$ cat config.mk
export PLATFORM = sky130hd
export DESIGN_NAME = mem_port_arbiter
export DESIGN_NICKNAME = d
export VERILOG_FILES = /design/src/rtl/mem_port_arbiter_pkg.sv /design/src/rtl/mem_port_arbiter_rr_arb2.sv /design/src/rtl/mem_port_arbiter.sv
export SDC_FILE = /design/constraint.sdc
export NUM_CORES = 1
export LEC_CHECK = 0
export ABC_AREA = 1
export CAP_MARGIN = 20
export CORE_MARGIN = 3
export CORE_UTILIZATION = 20
export DETAILED_ROUTE_END_ITERATION = 10
export PLACE_DENSITY = 0.78
export SYNTH_ARGS = -nofsm -noshare
export SYNTH_HDL_FRONTEND = slang
export SYNTH_SLANG_ARGS = --single-unit
$ cat constraint.sdc
create_clock -name clk -period 1 [get_ports clk]
set_input_delay 0.2 -clock clk [delete_from_list [all_inputs] [get_ports clk]]
set_output_delay 0.2 -clock clk [all_outputs]
set_load 0.03 [all_outputs]
$ cat src/rtl/mem_port_arbiter_pkg.sv
// Shared definitions for the CPU/debug RAM port arbiter.
// Covers the halt-handshake state encodings, the requester IDs and the default widths.
package mem_port_arbiter_pkg;

    localparam int DEF_DATA_W = 16;
    localparam int DEF_ADDR_W = 8;

    typedef enum logic [1:0] {
        ST_SHARED = 2'd0,
        ST_DRAIN  = 2'd1,
        ST_HALTED = 2'd2
    } arb_state_t;

    // The numeric value doubles as the bit index in the two-bit request/grant vectors.
    typedef enum logic {
        REQ_CPU = 1'b0,
        REQ_DBG = 1'b1
    } req_id_t;

endpackage

$ cat src/rtl/mem_port_arbiter_rr_arb2.sv
// Two-input round-robin picker that produces a one-hot grant among eligible requesters.
// On a tie, the requester that did not win last time is granted.
module rr_arb2
    import mem_port_arbiter_pkg::*;
(
    input  logic [1:0] i_req,
    input  logic [1:0] i_elig,
    input  req_id_t    i_last,
    output logic [1:0] o_gnt
);

    logic [1:0] w_live;

    always_comb begin
        w_live = i_req & i_elig;
        o_gnt  = w_live;
        if (w_live == 2'b11) begin
            o_gnt = (i_last == REQ_DBG) ? 2'b01 : 2'b10;
        end
    end

endmodule

$ cat src/rtl/mem_port_arbiter.sv
// Shares the single-port RAM between the CPU and the debug loader, one access per cycle.
// Also implements the halt handshake, which drains CPU reads before debug gets exclusive access.
module mem_port_arbiter
    import mem_port_arbiter_pkg::*;
#(
    parameter int DATA_W = DEF_DATA_W,
    parameter int ADDR_W = DEF_ADDR_W
) (
    input  logic              clk,
    input  logic              reset,
    input  logic              cpu_req,
    input  logic              cpu_we,
    input  logic [ADDR_W-1:0] cpu_addr,
    input  logic [DATA_W-1:0] cpu_wdata,
    output logic              cpu_gnt,
    output logic              cpu_rvalid,
    output logic [DATA_W-1:0] cpu_rdata,
    input  logic              dbg_req,
    input  logic              dbg_we,
    input  logic [ADDR_W-1:0] dbg_addr,
    input  logic [DATA_W-1:0] dbg_wdata,
    output logic              dbg_gnt,
    output logic              dbg_rvalid,
    output logic [DATA_W-1:0] dbg_rdata,
    input  logic              dbg_halt,
    output logic              dbg_halted,
    output logic [ADDR_W-1:0] mem_addr,
    output logic              mem_we,
    output logic [DATA_W-1:0] mem_wdata,
    input  logic [DATA_W-1:0] mem_rdata
);

    arb_state_t r_state, w_state_nxt;
    req_id_t    r_last, w_last_nxt;
    logic       r_pend_valid;
    req_id_t    r_pend_owner;
    logic [1:0] w_elig, w_arb_gnt, w_gnt;
    logic       w_win_we;

    assign w_elig = {1'b1, (r_state == ST_SHARED)};

    rr_arb2 u_rr_arb2 (
        .i_req  ({dbg_req, cpu_req}),
        .i_elig (w_elig),
        .i_last (r_last),
        .o_gnt  (w_arb_gnt)
    );

    assign w_gnt   = reset ? 2'b00 : w_arb_gnt;
    assign cpu_gnt = w_gnt[REQ_CPU];
    assign dbg_gnt = w_gnt[REQ_DBG];

    always_comb begin
        mem_addr  = '0;
        mem_wdata = '0;
        w_win_we  = 1'b0;
        if (w_gnt[REQ_CPU]) begin
            mem_addr  = cpu_addr;
            mem_wdata = cpu_wdata;
            w_win_we  = cpu_we;
        end else if (w_gnt[REQ_DBG]) begin
            mem_addr  = dbg_addr;
            mem_wdata = dbg_wdata;
            w_win_we  = dbg_we;
        end
    end

    assign mem_we = w_win_we;

    always_comb begin
        w_state_nxt = r_state;
        w_last_nxt  = r_last;
        case (r_state)
            ST_SHARED: if (dbg_halt) w_state_nxt = ST_DRAIN;
            ST_DRAIN:  w_state_nxt = dbg_halt ? ST_HALTED : ST_SHARED;
            ST_HALTED: if (!dbg_halt) w_state_nxt = ST_SHARED;
            default:   w_state_nxt = ST_SHARED;
        endcase
        if (w_gnt[REQ_CPU]) begin
            w_last_nxt = REQ_CPU;
        end else if (w_gnt[REQ_DBG]) begin
            w_last_nxt = REQ_DBG;
        end
        // A held-off CPU must win the first tie after the halt is released.
        if (r_state != ST_SHARED && !dbg_halt) begin
            w_last_nxt = REQ_DBG;
        end
    end

    always_ff @(posedge clk) begin
        if (reset) begin
            r_state      <= ST_SHARED;
            r_last       <= REQ_DBG;
            r_pend_valid <= 1'b0;
            r_pend_owner <= REQ_CPU;
        end else begin
            r_state      <= w_state_nxt;
            r_last       <= w_last_nxt;
            r_pend_valid <= (w_gnt != 2'b00) && !w_win_we;
            r_pend_owner <= w_gnt[REQ_DBG] ? REQ_DBG : REQ_CPU;
        end
    end

    assign cpu_rvalid = !reset && r_pend_valid && (r_pend_owner == REQ_CPU);
    assign dbg_rvalid = !reset && r_pend_valid && (r_pend_owner == REQ_DBG);
    assign cpu_rdata  = cpu_rvalid ? mem_rdata : '0;
    assign dbg_rdata  = dbg_rvalid ? mem_rdata : '0;
    assign dbg_halted = !reset && (r_state == ST_HALTED);

endmodule
==> Implementation_results.wiki <==
{| class="wikitable"
! Metric !! Value
|-
| Result of the run || complete, but fails checks
|-
| Failing checks || setup timing
|-
| Critical path origin || r_state[1]
|-
| Worst IR drop on VDD || 0.000665 V
|-
| Worst setup slack after layout || -0.592 ns
|-
| Met1 layer usage reported by global route || 0.219
|-
| Final net count || 396
|-
| Count of cells along the worst register-to-register path || 7
|-
| Maximum clock path buffer count || 2
|-
| XOR/XNOR Fraction of Synth Area || 0
|-
| Area share of fa/ha/maj cells after synthesis || 0
|-
| Fillers || 211
|-
| Area fraction in compound gates after synthesis || 0.0247
|-
| Final critical path time including I/O delays and setup || 1.59 ns
|-
| Startpoint of the lowest-slack hold path || reset
|-
| Clock H-tree levels || 1
|-
| Design Area, Final || 0.00324 sq mm
|-
| Top post-synthesis cells by area || sky130_fd_sc_hd__nand2_1 33%, sky130_fd_sc_hd__nor2_1 17%, sky130_fd_sc_hd__dfxtp_1 12%, sky130_fd_sc_hd__inv_1 9.3%, sky130_fd_sc_hd__nand2_2 4.6%
|-
| Total number of vias || 1657
|-
| Netlist cell types || 20
|-
| Sum Neg Setup Slack || -26.60 ns
|-
| Launching point of the worst reg2reg path || r_state[0]
|-
| Worst slew pin tran || 0.190 ns
|-
| Sequential fraction of the synthesis area || 0.123
|-
| Post-DP HPWL || 3720 um
|-
| Mean Syn Cell Area || 4.88 sq um
|-
| Hold Path End || r_state[0]
|-
| Detail-routed via count per cell || 4.45
|-
| Achievable clock frequency || 628 MHz
|-
| Worst slew slack as a fraction of its limit || 0.873
|-
| Leakage power of the design || 1.54 nW
|-
| Main combinational cell family by area after synthesis || simple AND/OR/NAND/NOR gates
|-
| Global-route wire length before repair || 8560 um
|-
| Starting density of the core || 0.215
|-
| Count of input and output buffers || 132
|-
| Die Area || 0.00485 sq mm
|-
| Flop and latch count out of synthesis || 5
|-
| Path category of the worst min-delay check || primary input to flip-flop
|-
| Pwr Density || 624 mW/mm^2
|-
| Slack of the worst reg-to-reg path || -0.14 ns
|-
| Type of element launching the critical path || flip-flop
|-
| Synthesized instance count || 166
|-
| Vias in the first global route || 1784
|-
| Initial drt markers || 8
|-
| MaxCap Viol Count || 0
|-
| Clock tree from TritonCTS || yes
|-
| Met3 usage in global routing || 0.0565
|-
| Proportion of synthesized area in mux cells || 0
|-
| Routability-driven placement congestion ratio || 0.793
|-
| Number of cell rows || 22
|-
| Leading cell type in the layout, fill and taps excluded || sky130_fd_sc_hd__clkdlybuf4s50_1
|-
| Crit end category || output pin
|-
| Number of antenna violations at the first check in global routing || 0
|-
| Synth warn || 0
|-
| Basic-gate share of the synthesized area counting and, or, nand and nor cells || 0.634
|-
| Number of standard cells in the final layout excluding fillers || 372
|-
| Final Max Slew Viols || 0
|-
| Clock transition at the registers of the reported paths || 0.03 ns
|-
| Post-Syn Nets || 237
|-
| Die X || 69.7 um
|-
| Critical Path Fanout Max || 8
|-
| Final setup fails || 64
|-
| Met2 track demand over resource in global routing || 0.436
|-
| Critical Path AT || 1.39 ns
|-
| Chip height || 69.7 um
|-
| Antenna fix cells || 0
|-
| Average wire per cell in the routed design || 14.8 um
|-
| Post-route clock skew || 0.000567 ns
|-
| Layout-stage area growth over the synthesis result || 300%
|-
| Share of the clock period used by the worst path || 1.59
|-
| Final Hold Vio Count || 0
|-
| Largest net degree at the start of global routing || 14
|-
| Clk Tree Root Cell || sky130_fd_sc_hd__clkbuf_8
|-
| Post-Synthesis Cell Area || 811 sq um
|-
| RSZ-0062 raised after global routing || yes
|-
| Detailed-router iteration count before antenna repair || 4
|-
| Total congestion overflow || 0
|-
| Required time at the endpoint of the critical path || 0.80 ns
|-
| Inst Count DP || 353
|-
| Path type of the worst setup path || flip-flop to output pin
|-
| Number of routed nets with antenna violations || 0
|-
| Cell Area, Placed || 0.00261 sq mm
|-
| Number of DRC violations after detailed routing || 0
|-
| Clock buffers created by TritonCTS || 3
|-
| Leading cell types in the layout, fill and taps excluded || 67 x sky130_fd_sc_hd__clkdlybuf4s50_1, 62 x sky130_fd_sc_hd__buf_6, 44 x sky130_fd_sc_hd__nand2_4
|-
| Clock Sink Count || 5
|-
| Clock latency of the later-clocked register in the worst-skew pair || 0.23 ns
|-
| Yosys top cell area share || 0.329
|-
| Worst hold path cell count || 3
|-
| Fraction of layout instances using a drive strength above 1 || 0.633
|-
| Number of buffers inserted for hold repair after clock tree synthesis || 0
|-
| FF-to-FF End || r_pend_valid
|-
| Wire length after detailed routing || 5520 um
|-
| CORE AREA || 0.00377 sq mm
|-
| Top cell type by total area after synthesis || sky130_fd_sc_hd__nand2_1
|-
| Top-Level Pins || 133
|-
| Most congested layer reported by global routing || met2
|-
| GRT Overall Usage || 0.219
|}
[registers in the layout (all words and copies together) (netlist names)]
| register | count |
|---|---|
| r_pend_valid | 1 |
| r_pend_owner | 1 |
| r_state | 2 |
| r_last | 1 |
[critical path, stage by stage (launching register included)]
cell and delay (ns):
sky130_fd_sc_hd__dfxtp_2 0.33, sky130_fd_sc_hd__inv_2 0.08, sky130_fd_sc_hd__nand2_4 0.06, sky130_fd_sc_hd__nor2_4 0.09
sky130_fd_sc_hd__nand2_2 0.08, sky130_fd_sc_hd__clkinv_4 0.12, sky130_fd_sc_hd__buf_12 0.15, sky130_fd_sc_hd__nand2_4 0.06
sky130_fd_sc_hd__nand2_4 0.06, sky130_fd_sc_hd__buf_6 0.13
[logic make-up (layout without fill, tap and decap cells)]
family / count (synthesis) / after routing
AO/OA/AOI/OAI: 4 / 4
flip-flops: 5 / 5
buffers and inverters: 33 / 191
AND/OR/NAND/NOR: 124 / 124
[layer usage]
layer | wire length, um | vias up
met3 | 501 | 8
met5 | 0 | -
met4 | 80 | 0
met1 | 1790 | 756
li1 | - | 797
met2 | 3150 | 96
[worst max path at each step]
stage	endpoint	slack, ns	depth (start not counted)
2_1_floorplan	cpu_rdata[10]	-0.30	5
3_3_place_gp	mem_wdata[15]	-0.79	10
4_1_cts	mem_addr[0]	-0.59	9
3_5_place_dp	mem_addr[0]	-0.77	8
5_1_grt	mem_wdata[12]	-0.64	9
6_report	mem_wdata[12]	-0.59	9
[area by class of cell]
cell class	count	area [sq um]	share of cell area
Sequential cell	5	109	0.0336
Tap cell	48	60.1	0.0185
Clock buffer	4	45.0	0.0139
Multi-Input combinational cell	128	1160	0.358
Inverter	27	131	0.0405
Timing Repair Buffer	158	1710	0.527
Timing Repair inverter	2	27.5	0.00849
[synthesized netlist by cell type, drive strengths merged]
| library cell | number |
|---|---|
| inv | 27 |
| dfxtp | 5 |
| nor3 | 2 |
| nand2 | 78 |
| nand3 | 5 |
| buf | 6 |
| a21oi | 2 |
| nor2 | 39 |
| o21ai | 2 |
[where the power goes]
part           leakage [nW]  total [W]  switching [W]  internal [W]
registers            0.0425   0.000229      0.0000146      0.000215
clock network        0.0228   0.000383       0.000109      0.000274
logic                  1.47    0.00141       0.000713      0.000695
[what timing repair did]
action                     in CTS  in global routing
buffers inserted                7                  6
setup endpoints to repair      65                 63
resized for setup             104                 26
cloned                          4                  0
pin swaps                      21                 13
hold endpoints to repair        0                  0
[through the flow]
stage | total power (W) | hold WS (ns) | utilization | worst slack [ns]
after floorplan | 0.000848 | 0.271 | - | -0.296
after global placement | 0.00136 | 0.428 | 0.691 | -0.789
after detailed placement | 0.00138 | 0.430 | 0.691 | -0.767
after CTS | 0.00195 | 0.356 | 0.830 | -0.588
after global routing | 0.00211 | 0.395 | 0.859 | -0.641
final | 0.00202 | 0.370 | 0.859 | -0.592
No activity file was read; power rests on OpenSTA's default activity.
